File: config.mk
export PLATFORM = sky130hd
export DESIGN_NAME = popcount_seq
export DESIGN_NICKNAME = d
export VERILOG_FILES = /design/src/rtl/popcount_pkg.sv /design/src/rtl/popcount_chunk.sv /design/src/rtl/popcount_seq.sv
export SDC_FILE = /design/constraint.sdc
export NUM_CORES = 1
export LEC_CHECK = 0
export BUFFER_PORTS_ARGS = -buffer_cell sky130_fd_sc_hd__buf_2
export CAP_MARGIN = 20
export CORE_ASPECT_RATIO = 1.2
export CORE_MARGIN = 10
export CORE_UTILIZATION = 48
export CTS_CLUSTER_SIZE = 12
export DETAILED_ROUTE_END_ITERATION = 7
export MAX_ROUTING_LAYER = met4
export PLACE_DENSITY = 0.74
export SYNTH_ARGS = -nofsm -noshare
export SYNTH_HDL_FRONTEND = slang
export SYNTH_HIERARCHICAL = 1
export SYNTH_SLANG_ARGS = --single-unit
File: constraint.sdc
create_clock -name clk -period 1.4 [get_ports clk]
set_clock_uncertainty 0.1 [all_clocks]
set_input_delay 0.28 -clock clk [delete_from_list [all_inputs] [get_ports clk]]
set_output_delay 0.28 -clock clk [all_outputs]
set_load 0.01 [all_outputs]
File: src/rtl/popcount_pkg.sv
// Shared types and sizing helpers for the sequential population counter.
package popcount_pkg;

    typedef enum logic [1:0] {
        IDLE = 2'd0,
        RUN  = 2'd1,
        DONE = 2'd2
    } state_t;

    // Bits needed to hold any count from 0 to w inclusive.
    function automatic int count_width(input int w);
        return $clog2(w + 1);
    endfunction

endpackage

File: src/rtl/popcount_chunk.sv
// Combinational ones-count of a STEP-bit slice.
module popcount_chunk #(
    parameter int STEP = 1
) (
    input  logic [STEP-1:0]              bits,
    output logic [$clog2(STEP+1)-1:0]    ones
);
    localparam int OW = $clog2(STEP + 1);

    always_comb begin
        ones = '0;
        for (int i = 0; i < STEP; i++) begin
            ones = ones + OW'(bits[i]);
        end
    end

endmodule

File: src/rtl/popcount_seq.sv
// Sequential population counter: consumes STEP operand bits per cycle and
// stops early once the remaining shift register is empty.
module popcount_seq
    import popcount_pkg::*;
#(
    parameter int WIDTH = 16,
    parameter int STEP  = 1
) (
    input  logic                          clk,
    input  logic                          reset,
    input  logic                          start,
    input  logic [WIDTH-1:0]              data_in,
    input  logic                          count_zeros,
    output logic                          busy,
    output logic                          done,
    output logic [count_width(WIDTH)-1:0] count
);
    localparam int CW = count_width(WIDTH);

    state_t                      state, next_state;
    logic [WIDTH-1:0]            a, next_a;
    logic [CW-1:0]               next_count;
    logic [$clog2(STEP+1)-1:0]   chunk_ones;

    popcount_chunk #(.STEP(STEP)) u_chunk (
        .bits (a[STEP-1:0]),
        .ones (chunk_ones)
    );

    always_ff @(posedge clk or posedge reset) begin
        if (reset) begin
            state <= IDLE;
            a     <= '0;
            count <= '0;
        end else begin
            state <= next_state;
            a     <= next_a;
            count <= next_count;
        end
    end

    // Counting zeros is done by inverting on load so RUN only ever counts ones.
    always_comb begin
        next_state = state;
        next_a     = a;
        next_count = count;
        case (state)
            IDLE: begin
                if (start) begin
                    next_a     = count_zeros ? ~data_in : data_in;
                    next_count = '0;
                    next_state = RUN;
                end
            end
            RUN: begin
                if (a != '0) begin
                    next_count = count + CW'(chunk_ones);
                    next_a     = a >> STEP;
                end else begin
                    next_state = DONE;
                end
            end
            DONE: begin
                if (!start) next_state = IDLE;
            end
            default: next_state = IDLE;
        endcase
    end

    assign busy = (state == RUN);
    assign done = (state == DONE);

endmodule

==> metrics.md <==
| Metric | Value |
|---|---|
| Area share of the largest cell type after synthesis | `0.436` |
| Final Max Slew Viols | `0` |
| Pin count of the biggest net entering global routing | `38` |
| HP Class | `input port to flip-flop` |
| Reg-to-reg endpoint | `count[4]$_DFFE_PP0P_` |
| Fillers | `178` |
| CP Data Required Time | `1.53 ns` |
| Num rows | `20` |
| GRT Util Overall | `0.139` |
| Final WS setup | `-0.182 ns` |
| Number of library cell types mapped by synthesis | `29` |
| Top post-synthesis cells by count | `dfrtp_1 (23), nand2_1 (20), a21oi_1 (18)` |
| Hold Slack | `0.163 ns` |
| Placed cell areas | `1620 sq um` |
| Netlist Area Pre-Place | `1320 sq um` |
| Startpoint types | `flip-flop` |
| First-pass DRT Iterations | `5` |
| Register area | `578 sq um` |
| Initial DRC Count | `86` |
| R2r startpoint | `a[0]$_DFFE_PP0P_` |
| Slew headroom | `0.703` |
| PortBufs | `26` |
| Remaining DRCs | `0` |
| Worst-path clk slew | `0.13 ns` |
| Setup crit end | `count[4]$_DFFE_PP0P_` |
| DRT antenna net count | `0` |
| Finished Cell Area | `1950 sq um` |
| TritonCTS Buffers | `3` |
| Worst setup path start | `a[0]$_DFFE_PP0P_` |
| Minimum clock period | `1.58 ns` |
| Area leader, netlist | `dfrtp_1` |
| Global-route wire length before repair | `5870 microns` |
| Final HPWL DP | `2270 microns` |
| Chip width | `67.9 microns` |
| CTS tree | `built` |
| Starting Density | `0.512` |
| WL per Instance | `16.7 microns` |
| Peak supply drop | `1.43 mV` |
| Pleak | `0.000875 uW` |
| Vias per inst | `5.60` |
| Worst-Margin Slew | `0.445 ns` |
| Core area | `2580 sq um` |
| Area of the multi-input gates | `811 sq um` |
| Crit end category | `flip-flop` |
| Max stage delay on crit path | `0.44 ns` |
| Final hold violation count | `0` |
| Final GP Congestion | `0.768` |
| Max_cap viols | `0` |
| Vias in the first global route | `1296` |
| EDFF count, synth | `0` |
| Share of cells above drive strength 1 | `0.429` |
| RSZ-0062 raised after global routing | `yes` |
| R2r setup slk | `-0.18 ns` |
| GR Overflow Total | `0` |
| CP Max Fanout | `3` |
| Final core utilization | `0.758` |
| Failing checks | `negative setup slack` |
| Ports | `27` |
| Crit path DAT | `1.71 ns` |
| F_max | `632 MHz` |
| Vias | `1322` |
| Synth Area per Inst | `8.73 sq um` |
| Seq/Total Area, Yosys | `0.436` |
| Reg2Reg Depth | `5` |
| Ratio of final minimum period to clock period | `1.13` |
| CTS max path bufs | `2` |
| Status | `finished, violations left` |
| Final setup viols | `9` |
| Cell with the most instances after synthesis | `dfrtp_1` |
| Post-synth ARST share | `1.00` |
| Synth warnings | `6` |
| Initial antenna violation count | `0` |
| Drt total wl | `3930 microns` |
| Ys flop type | `dfrtp_1` |
| Cells after Synth | `151` |
| Critical Path, Cell by Cell | `ha_2 > ha_4 > nand3_1 > nand2b_1 > o311ai_2` |
| Max H-tree Level | `1` |
| Die area | `5250 sq um` |
| N_diodes | `0` |
| Height of the chip | `77.4 microns` |
| Area grow syn2layout | `48.2%` |
| Setup CP Type | `flip-flop to flip-flop` |
| Top cells by area, synth | `dfrtp_1 (44%), xnor2_1 (11%), a21oi_1 (6.8%)` |
| Synth Net Count | `173` |
| Root Buffer | `clkbuf_4` |
| Slowest stage cell, crit path | `dfrtp_1` |
| Pwr dens | `2170 nW/um^2` |
| Worst skew pair latency | `0.32 ns` |
| Clock sink count | `23` |
| Synth Register Bits | `23` |
| NumNets Final | `226` |
-- stage by stage --
stage | std cells | total power, uW | setup TNS (ns) | setup slack, ns
floorplan | 151 | 2140 | -0.0704 | -0.0704
finish | 236 | 4250 | -0.847 | -0.182
CTS | 231 | 3590 | -0.523 | -0.131
global placement | 220 | 2880 | -0.200 | -0.0831
global route | 236 | 4580 | -1.98 | -0.268
detailed placement | 220 | 2960 | -0.427 | -0.114
-- cells by family (layout without fill, tap and decap cells) --
family | count (synthesis) | count (layout) | share of synthesized area
XOR/XNOR | 16 | 16 | 0.106
multiplexers | 2 | 2 | 0.0152
buffers and inverters | 13 | 65 | 0.0522
AND/OR/NAND/NOR | 55 | 55 | 0.204
adder cells (fa/ha/maj) | 2 | 2 | 0.0190
flip-flops | 23 | 23 | 0.436
AO/OA/AOI/OAI | 40 | 40 | 0.167
-- critical path, delay by kind of cell (launching register included) --
kind	cells	cell delay [ns]
adder cells (fa/ha/maj)	2	0.38
flip-flops	1	0.44
AO/OA/AOI/OAI	1	0.27
AND/OR/NAND/NOR	2	0.30
-- where the power goes --
group	switching (uW)	leakage (uW)	internal (uW)
sequential	300	0.000294	936
combinational	1250	0.000566	1440
clock	205	0.0000150	111
-- layout make-up --
cell class                      instances  share of cell area
Inverter                                2             0.00640
Sequential cell                        23               0.296
Multi-Input combinational cell        115               0.415
Tap cell                               33              0.0211
Timing Repair Buffer                   59               0.248
Clock buffer                            4              0.0134
-- worst min-delay path by stage --
stage	start	end	slack [ns]	cells past startpoint
floorplan	reset	a[0]$_DFFE_PP0P_	0.18	1
global placement	reset	state[1]$_DFFE_PP0P_	0.23	3
detailed placement	reset	count[4]$_DFFE_PP0P_	0.24	3
CTS	start	state[1]$_DFFE_PP0P_	0.14	2
global route	start	state[1]$_DFFE_PP0P_	0.16	2
finish	start	state[1]$_DFFE_PP0P_	0.16	2
-- placed cells by master, fill, tap and decap left out, types with 2 or more instances in the layout --
master and instances:
nand3_2 6, clkbuf_4 3, dfrtp_1 21, xnor2_1 16, a21oi_2 3, buf_4 21
a21oi_1 15, buf_6 10, nand2_1 20, nand4_1 2, o21ai_1 4, buf_12 2
dfrtp_2 2, mux2i_1 2, buf_2 23, nor2_1 15, o21ai_0 13, nor4_4 4
clkbuf_16 2
-- repair_timing --
action	4_1_cts	5_1_grt
pin swaps	10	9
endpoints found under the hold margin	23	0
hold buffers	1	0
resized for setup	21	21
gates cloned	0	2
buffers inserted	6	3
endpoints found under the setup margin	9	17
-- per-layer routing --
metal  vias to the layer above  track usage  wire length (microns)
met5                         -            -                      0
li1                        625            -                      -
met3                         8       0.0259                    154
met4                         0       0.0544                     68
met2                        38        0.222                   1990
met1                       651        0.167                   1720
-- flip-flops by register name, summed over array words and instances (netlist names) --
register,flops
count,5
a,16
state,2
(Power assumes the default switching activity.)
